`src/rtl/pipe_stage_skid.sv`:
```
// pipe_stage_skid: elastic pipeline-stage register with a 2-entry skid buffer.
// One of these sits at each CPU stage boundary (IF/ID, ID/EXE, EXE/MEM, MEM/WB).
// It carries an opaque data bus and a control bus, and it adds three controls:
//   - global hold (IM/DM stall), which freezes all state
//   - synchronous flush, which kills every held entry
//   - bubble insertion, which forces CTRL_IDLE onto out_ctrl while the stage is empty
//
// Optional build macro: PIPE_STAGE_PERF_CNT_EN. Defining it adds the saturating
// stall_cnt and bubble_cnt performance counters and their ports.
//
// Handshake: a transfer happens on a rising clk edge when valid and ready are both
// high on the same side. valid never waits for ready. in_ready comes only from
// registered state, hold and rst, so it has no combinational path from out_ready.
// The skid register absorbs the one entry that can arrive while the stage fills.
// Because of that, back-pressure does not cost throughput.
module pipe_stage_skid #(
  parameter int                DATA_W    = 96,
  parameter int                CTRL_W    = 14,
  parameter logic [CTRL_W-1:0] CTRL_IDLE = {CTRL_W{1'b0}},
  parameter int                CNT_W     = 32
) (
  input  logic              clk,
  input  logic              rst,
  input  logic              hold,
  input  logic              flush,
  input  logic              in_valid,
  output logic              in_ready,
  input  logic [DATA_W-1:0] in_data,
  input  logic [CTRL_W-1:0] in_ctrl,
  output logic              out_valid,
  input  logic              out_ready,
  output logic [DATA_W-1:0] out_data,
  output logic [CTRL_W-1:0] out_ctrl,
`ifdef PIPE_STAGE_PERF_CNT_EN
  output logic [CNT_W-1:0]  stall_cnt,
  output logic [CNT_W-1:0]  bubble_cnt,
`endif
  output logic [1:0]        occupancy
);

  // The state encoding is the number of entries held, so occupancy is the state itself.
  typedef enum logic [1:0] {
    EMPTY = 2'd0,
    ONE   = 2'd1,
    TWO   = 2'd2
  } state_t;

  state_t            state;
  logic [DATA_W-1:0] main_data;
  logic [CTRL_W-1:0] main_ctrl;
  logic [DATA_W-1:0] skid_data;
  logic [CTRL_W-1:0] skid_ctrl;
  logic              acc;
  logic              deq;

  // Handshake outputs and transfer events.
  // hold masks both sides, so no transfer is counted while the pipeline is stalled.
  always_comb begin
    in_ready  = (state != TWO) & ~hold & ~rst;
    out_valid = (state != EMPTY) & ~hold;
    acc       = in_valid & in_ready;
    deq       = out_valid & out_ready;
  end

  // Output drive.
  // An empty stage presents CTRL_IDLE so that downstream write enables stay inert.
  always_comb begin
    out_data  = main_data;
    out_ctrl  = (state == EMPTY) ? CTRL_IDLE : main_ctrl;
    occupancy = state;
  end

  // State and storage update.
  // Flush takes priority over hold and discards any same-cycle transfer.
  always_ff @(posedge clk or posedge rst) begin
    if (rst) begin
      state     <= EMPTY;
      main_data <= '0;
      main_ctrl <= CTRL_IDLE;
      skid_data <= '0;
      skid_ctrl <= CTRL_IDLE;
    end else if (flush) begin
      state     <= EMPTY;
      main_data <= '0;
      main_ctrl <= CTRL_IDLE;
      skid_data <= '0;
      skid_ctrl <= CTRL_IDLE;
    end else if (!hold) begin
      case (state)
        EMPTY: begin
          if (acc) begin
            main_data <= in_data;
            main_ctrl <= in_ctrl;
            state     <= ONE;
          end
        end
        ONE: begin
          if (acc && deq) begin
            // Pass-through: the new entry replaces the one leaving.
            main_data <= in_data;
            main_ctrl <= in_ctrl;
          end else if (acc) begin
            // The downstream side is blocked, so the new entry parks in the skid register.
            skid_data <= in_data;
            skid_ctrl <= in_ctrl;
            state     <= TWO;
          end else if (deq) begin
            state <= EMPTY;
          end
        end
        TWO: begin
          // in_ready is low here, so only a dequeue can happen.
          if (deq) begin
            main_data <= skid_data;
            main_ctrl <= skid_ctrl;
            state     <= ONE;
          end
        end
        default: begin
          state <= EMPTY;
        end
      endcase
    end
  end

`ifdef PIPE_STAGE_PERF_CNT_EN
  logic stall_evt;
  logic bubble_evt;

  // Counter events.
  // A stall is a held entry that cannot leave. A bubble is an empty, unstalled cycle.
  always_comb begin
    stall_evt  = (state != EMPTY) & (hold | ~out_ready);
    bubble_evt = (state == EMPTY) & ~hold;
  end

  // Saturating performance counters. Only rst clears them; flush does not.
  always_ff @(posedge clk or posedge rst) begin
    if (rst) begin
      stall_cnt  <= '0;
      bubble_cnt <= '0;
    end else begin
      if (stall_evt && (stall_cnt != {CNT_W{1'b1}}))
        stall_cnt <= stall_cnt + CNT_W'(1);
      if (bubble_evt && (bubble_cnt != {CNT_W{1'b1}}))
        bubble_cnt <= bubble_cnt + CNT_W'(1);
    end
  end
`endif

endmodule

```
`config.mk`:
```
export PLATFORM = sky130hd
export DESIGN_NAME = pipe_stage_skid
export DESIGN_NICKNAME = d
export VERILOG_FILES = /design/src/rtl/pipe_stage_skid.sv
export SDC_FILE = /design/constraint.sdc
export NUM_CORES = 1
export LEC_CHECK = 0
export BUFFER_PORTS_ARGS = -buffer_cell sky130_fd_sc_hd__buf_2
export CAP_MARGIN = 20
export CORE_MARGIN = 2
export CORE_UTILIZATION = 35
export CTS_BUF_LIST = sky130_fd_sc_hd__clkbuf_8 sky130_fd_sc_hd__clkbuf_16
export CTS_CLUSTER_SIZE = 30
export DETAILED_ROUTE_END_ITERATION = 6
export PLACE_DENSITY = 0.59
export SYNTH_ARGS = -nofsm -noshare
export SYNTH_HDL_FRONTEND = slang
export SYNTH_SLANG_ARGS = --single-unit
```
`constraint.sdc`:
```
create_clock -name clk -period 8.5 [get_ports clk]
set_input_delay 1.275 -clock clk [delete_from_list [all_inputs] [get_ports clk]]
set_output_delay 1.275 -clock clk [all_outputs]
set_load 0.01 [all_outputs]
```
==> results of run 1 <==
report_power, final:
group | total, uW | leakage (uW) | internal, uW | switching (uW)
Sequential | 1160 | 0.00306 | 1120 | 36.6
Combinational | 430 | 0.00187 | 148 | 282
Clock | 1070 | 0.000437 | 640 | 426
Total | 2650 | 0.00537 | 1910 | 745
state kept, by name, indices dropped and copies added (netlist names):
register	count
main_ctrl	14
out_data	96
skid_data	96
skid_ctrl	14
occupancy	2
cell families after synthesis:
| logic type | after synthesis | share of synthesized area [%] |
|---|---|---|
| adder cells (fa/ha/maj) | 4 | 0.4852 |
| AND/OR/NAND/NOR | 254 | 10.04 |
| multiplexers | 111 | 10.78 |
| AO/OA/AOI/OAI | 337 | 20.35 |
| buffers and inverters | 104 | 4.487 |
| flip-flops | 222 | 53.85 |
placed cells by master, fill, tap and decap left out, drive strengths merged:
cell type / Yosys / final
o21a: 1 / 1
a32o: 1 / 1
mux2: 1 / 1
nand2: 223 / 223
nand4bb: 1 / 1
nand3: 1 / 1
a21oi: 220 / 220
a2111oi: 2 / 2
and3: 2 / 2
inv: 4 / 12
nor2: 4 / 4
clkbuf: 68 / 32
or3b: 1 / 1
or4b: 1 / 1
diode: 0 / 5
a211oi: 110 / 110
nor3: 1 / 1
o211ai: 1 / 1
bufinv: 0 / 1
nor4b: 1 / 1
nor2b: 16 / 16
buf: 32 / 242
clkinv: 0 / 3
o21ai: 2 / 2
ha: 4 / 4
and2: 2 / 2
mux2i: 110 / 110
nand2b: 1 / 1
dfrtp: 222 / 222
worst max-delay path by stage:
stage	slack, ns	depth (start not counted)	end	start
floorplan	1.15	1	main_ctrl[0]$_DFFE_PP0P_	rst
global placement	4.34	7	occupancy[0]$_DFFE_PP0P_	rst
detailed placement	4.31	6	out_data[75]$_DFFE_PP0P_	hold
CTS	4.29	8	skid_data[6]$_DFFE_PP0P_	occupancy[0]$_DFFE_PP0P_
global route	4.08	8	skid_data[6]$_DFFE_PP0P_	occupancy[0]$_DFFE_PP0P_
finish	4.35	8	skid_data[6]$_DFFE_PP0P_	occupancy[0]$_DFFE_PP0P_
area by class of cell:
class | instances | area [um2] | share of cell area, %
clock inverters | 12 | 75.07 | 0.6008
diodes | 5 | 12.51 | 0.1001
inverters | 4 | 22.52 | 0.1802
well taps | 384 | 480.5 | 3.845
repair buffers | 242 | 1270 | 10.16
multi-input cells | 706 | 4335 | 34.70
flip-flops and latches | 222 | 5555 | 44.46
clock buffers | 32 | 744.5 | 5.958
worst min-delay path: stages, from the launching register on:
cell     delay, ns
dfrtp_1       0.37
nand2_1       0.05
a21oi_1       0.05
routing by layer:
metal	wire length [um]	part of all wire (%)
met1	13420	46
met3	1873	6.4
met5	55	0.19
met4	683	2.3
met2	13180	45
metrics by stage:
stage	util [%]	cell area, um2
2_1_floorplan	-	10320
3_3_place_gp	40.32	11640
3_5_place_dp	40.32	11640
4_1_cts	43.16	12460
5_1_grt	43.28	12490
6_report	43.30	12500
==> impl_metrics.env, run 1 <==
export IMPL_cts_hold_buffers=0
export IMPL_hold_ws_ns=0.5193
export IMPL_max_stage_delay_ns=0.80
export IMPL_critPathMaxFanout=67
export IMPL_overflow=0
export IMPL_clk_insertion_delay_late_ns=0.52
export IMPL_wl_per_cell_um=18.17
export IMPL_grt_use_met3_pct=4.394
export IMPL_tns_ns=0
export IMPL_ys_flop_type="dfrtp_1"
export IMPL_synthTopCellsByArea="dfrtp_1 (54%), a21oi_1 (11%), mux2i_1 (11%), nand2_1 (8.1%), a211oi_1 (6.5%)"
export IMPL_hold_path_class="reg2reg"
export IMPL_die_w_um=175.7
export IMPL_drv_cap=0
export IMPL_drtPass1Iterations=4
export IMPL_yosysSeqAreaShare_pct=53.85
export IMPL_clock_path_buffers=3
export IMPL_numCtsBuffers=26
export IMPL_netlist_area_um2=10320
export IMPL_synth_yosys_warnings=0
export IMPL_ys_seq_elements=222
export IMPL_synth_cell_types=29
export IMPL_htree_levels=1
export IMPL_yosys_area_top_type="dfrtp_1"
export IMPL_gp_routability_congestion=0.7285
export IMPL_drt_iter0_drc=537
export IMPL_drc_errors=0
export IMPL_path_cells="inv_1, ha_4, buf_4, nor4b_1, and3_4, buf_4, nand2_1, a21oi_1"
export IMPL_arrival_ns=4.56
export IMPL_whs_path_depth=2
export IMPL_syn_avg_cell_area_um2=9.996
export IMPL_syn_nets=1152
export IMPL_avgViaCountPerCell=5.089
export IMPL_cp_slowest_cell="nor4b_1"
export IMPL_drive_above_1_share_pct=25.29
export IMPL_fp_dieH_um=175.7
export IMPL_max_slew_margin_pct=27.87
export IMPL_power_total_uw=2653
export IMPL_top_usage_layer="met2"
export IMPL_ir_drop_mv=0.1180
export IMPL_dieArea_um2=30860
export IMPL_path_common_cell="buf_4"
export IMPL_synth_edf_count=0
export IMPL_dp_worst_setup_slack_ns=4.308
export IMPL_cts_tree="built"
export IMPL_track_usage_pct=18.43
export IMPL_cp_num_buf_inv=3
export IMPL_antenna_found_initial=9
export IMPL_grtUsageMet1_pct=26.51
export IMPL_slew_viol_final=0
export IMPL_final_setup_skew_ns=0.005669
export IMPL_area_delta_synth_final_pct=21.13
export IMPL_synth_most_common_cell="nand2_1"
export IMPL_grt_pass1_vias=7860
export IMPL_r2r_cells=8
export IMPL_use_met2_pct=27.79
export IMPL_start_util_pct=35.75
export IMPL_nets=1322
export IMPL_clk_pin_slew_ns=0.06
export IMPL_hold_viol=0
export IMPL_dp_cells=1557
export IMPL_finalSetupViolations=0
export IMPL_dp_hpwl_mm=17.19
export IMPL_max_freq_mhz=241.0
export IMPL_r2r_end="skid_data[6]$_DFFE_PP0P_"
export IMPL_worstMarginPinSlew_ns=1.082
export IMPL_ant_nets=0
export IMPL_synthArstFlopShare_pct=100.0
export IMPL_rows=62
export IMPL_portBuffers=229
export IMPL_required_ns=8.91
export IMPL_min_to="skid_data[5]$_DFFE_PP0P_"
export IMPL_drt_wl_total_mm=29.20
export IMPL_synth_common_cells="nand2_1 (223), dfrtp_1 (222), a21oi_1 (220)"
export IMPL_hp_start="skid_data[5]$_DFFE_PP0P_"
export IMPL_post_cts_buffers=0
export IMPL_synth_cells=1032
export IMPL_rsz0062_at_grt="no"
export IMPL_timing_rr_start="occupancy[0]$_DFFE_PP0P_"
export IMPL_cts_sinks=222
export IMPL_grt_start_max_net_pins=149
export IMPL_cp_end_kind="flip-flop"
export IMPL_root_buffer="clkbuf_16"
export IMPL_setup_slack_ns=4.350
export IMPL_num_fill_cells=2897
export IMPL_crit_type="reg2reg"
export IMPL_r2r_slack_ns=4.35
export IMPL_fin_crit_ns=4.150
export IMPL_leakagePower_uw=0.005368
export IMPL_core_um2=28860
export IMPL_ctsResizeCount=0
export IMPL_pin_count=230
export IMPL_stdcell_count=1607
export IMPL_grt_first_pass_wirelength_mm=45.62
export IMPL_cp_top_family="simple AND/OR/NAND/NOR gates"
export IMPL_powerDensity_nw_per_um2=212.3
export IMPL_netlist_area_leader_share_pct=53.85
export IMPL_critPathLaunchType="flip-flop"
export IMPL_fin_crit_sh_pct=48.82
export IMPL_status="complete, no violations"
export IMPL_vias=8178
No activity file was read; power rests on OpenSTA's default activity.
==> inputs of run 2 (changes only) <==
Settings changed: PLACE_DENSITY 0.59 to 0.61.
Clock period 8.5 ns to 3.5 ns, I/O delays scaled along.
==> run 2 against run 1 <==
Routed wire length is 1.9% higher. Clock skew is 0.011 ns higher. Sequential power is 140% higher. Clock power increased to 2.8 times the previous value. Non-clock buffer count up 10. Critical endpoint is now out_data[25]$_DFFE_PP0P_. Largest power group is now clock.
==> impl_metrics.env, run 2 (synthesis results as in run 1) <==
export IMPL_fin_crit_ns=2.950
export IMPL_ctsResizeCount=0
export IMPL_cts_sinks=222
export IMPL_pin_count=230
export IMPL_hold_ws_ns=0.2336
export IMPL_leakagePower_uw=0.005510
export IMPL_drc_errors=0
export IMPL_final_setup_skew_ns=0.01629
export IMPL_die_w_um=175.7
export IMPL_path_depth=7
export IMPL_grt_first_pass_wirelength_mm=46.99
export IMPL_dp_hpwl_mm=18.08
export IMPL_r2r_end="out_data[25]$_DFFE_PP0P_"
export IMPL_portBuffers=229
export IMPL_crit_type="reg2reg"
export IMPL_max_freq_mhz=339.0
export IMPL_gp_routability_congestion=0.7825
export IMPL_grt_pass1_vias=8299
export IMPL_finalSetupViolations=0
export IMPL_path_cells="inv_1, ha_4, or4b_4, a2111oi_4, buf_12, a21oi_1, a211oi_1"
export IMPL_slew_viol_final=0
export IMPL_status="complete, no violations"
export IMPL_cp_top_family="compound AO/OA/AOI/OAI gates"
export IMPL_vias=8353
export IMPL_final_common_cell="buf_2"
export IMPL_arrival_ns=3.37
export IMPL_tns_ns=0
export IMPL_max_slew_margin_pct=33.51
export IMPL_start_util_pct=35.75
export IMPL_setup_slack_ns=0.5505
export IMPL_top_usage_layer="met2"
export IMPL_antenna_found_initial=10
export IMPL_hold_path_class="in2reg"
export IMPL_overflow=0
export IMPL_root_buffer="clkbuf_16"
export IMPL_fp_dieH_um=175.7
export IMPL_grtUsageMet1_pct=26.51
export IMPL_worstMarginPinSlew_ns=0.9974
export IMPL_drt_wl_total_mm=29.75
export IMPL_grt_start_max_net_pins=147
export IMPL_r2r_slack_ns=0.55
export IMPL_dp_cells=1568
export IMPL_numCtsBuffers=26
export IMPL_fin_crit_sh_pct=84.27
export IMPL_grt_use_met3_pct=4.372
export IMPL_required_ns=3.92
export IMPL_cp_num_buf_inv=2
export IMPL_clk_insertion_delay_late_ns=0.53
export IMPL_use_met2_pct=29.36
export IMPL_rows=62
export IMPL_core_um2=28860
export IMPL_critPathLaunchType="flip-flop"
export IMPL_area_delta_synth_final_pct=24.55
export IMPL_num_fill_cells=2833
export IMPL_max_stage_delay_ns=0.61
export IMPL_hold_viol=0
export IMPL_r2r_cells=7
export IMPL_cp_end_kind="flip-flop"
export IMPL_critPathMaxFanout=110
export IMPL_htree_levels=1
export IMPL_ir_drop_mv=0.3099
export IMPL_clock_path_buffers=3
export IMPL_avgViaCountPerCell=5.150
export IMPL_dieArea_um2=30860
export IMPL_drive_above_1_share_pct=26.54
export IMPL_stdcell_count=1622
export IMPL_timing_rr_start="occupancy[0]$_DFFE_PP0P_"
export IMPL_track_usage_pct=18.86
export IMPL_drt_iter0_drc=547
export IMPL_drtPass1Iterations=5
export IMPL_hp_start="in_ctrl[8]"
export IMPL_post_cts_buffers=0
export IMPL_cts_hold_buffers=0
export IMPL_wl_per_cell_um=18.34
export IMPL_nets=1332
export IMPL_cts_tree="built"
export IMPL_cp_slowest_cell="or4b_4"
export IMPL_min_to="skid_ctrl[8]$_DFFE_PP0P_"
export IMPL_dp_worst_setup_slack_ns=0.5535
export IMPL_layout_common_cells="buf_2 (228), nand2_1 (223), dfrtp_1 (222)"
export IMPL_clk_pin_slew_ns=0.06
export IMPL_rsz0062_at_grt="no"
export IMPL_ant_nets=0
export IMPL_powerDensity_nw_per_um2=536.0
export IMPL_whs_path_depth=3
export IMPL_drv_cap=0
[run 2: final cells by class]
| type | instances | area, um2 | share of cell area [%] |
|---|---|---|---|
| sequential | 222 | 5555 | 43.24 |
| multi-input combinational | 706 | 4335 | 33.74 |
| timing repair buffer | 252 | 1475 | 11.48 |
| clock buffer | 37 | 813.3 | 6.330 |
| tap | 384 | 480.5 | 3.739 |
| clock inverter | 11 | 155.1 | 1.208 |
| inverter | 4 | 18.77 | 0.1461 |
| antenna | 6 | 15.01 | 0.1169 |
[run 2: routing by layer]
layer | vias to the layer above | share of wire, %
li1 | 4002 | -
met1 | 4049 | 44
met2 | 246 | 46
met3 | 50 | 7.1
met4 | 6 | 2.0
met5 | - | 0.14
[run 2: stage by stage]
step	cell area [um2]	util (%)	total power, uW
finish	12850	44.52	6887
global route	12840	44.51	7202
CTS	12830	44.47	6985
detailed placement	11870	41.12	3957
global placement	11870	41.12	3940
floorplan	10320	-	3529
[run 2: worst max path at each step]
stage	end	slack, ns	startpoint
global route	out_data[18]$_DFFE_PP0P_	0.35	occupancy[0]$_DFFE_PP0P_
floorplan	main_ctrl[0]$_DFFE_PP0P_	0.08	rst
detailed placement	out_data[3]$_DFFE_PP0P_	0.55	occupancy[0]$_DFFE_PP0P_
CTS	out_data[3]$_DFFE_PP0P_	0.54	occupancy[0]$_DFFE_PP0P_
global placement	out_data[59]$_DFFE_PP0P_	0.62	occupancy[0]$_DFFE_PP0P_
finish	out_data[25]$_DFFE_PP0P_	0.55	occupancy[0]$_DFFE_PP0P_
[run 2: power breakdown]
| group | leakage [uW] | switching, uW | internal [uW] |
|---|---|---|---|
| clock network | 0.000493 | 1090 | 1900 |
| logic | 0.00196 | 697 | 391 |
| registers | 0.00306 | 87.9 | 2720 |
[run 2: worst register-to-register path, delay by kind of cell, from the launching register on]
kind	cells	cell delay, ns
and+or+nand+nor	1	0.61
AOI/OAI and AO/OA	3	0.89
DFF	1	0.41
adders and majority gates	1	0.31
buffers and inverters	2	0.62
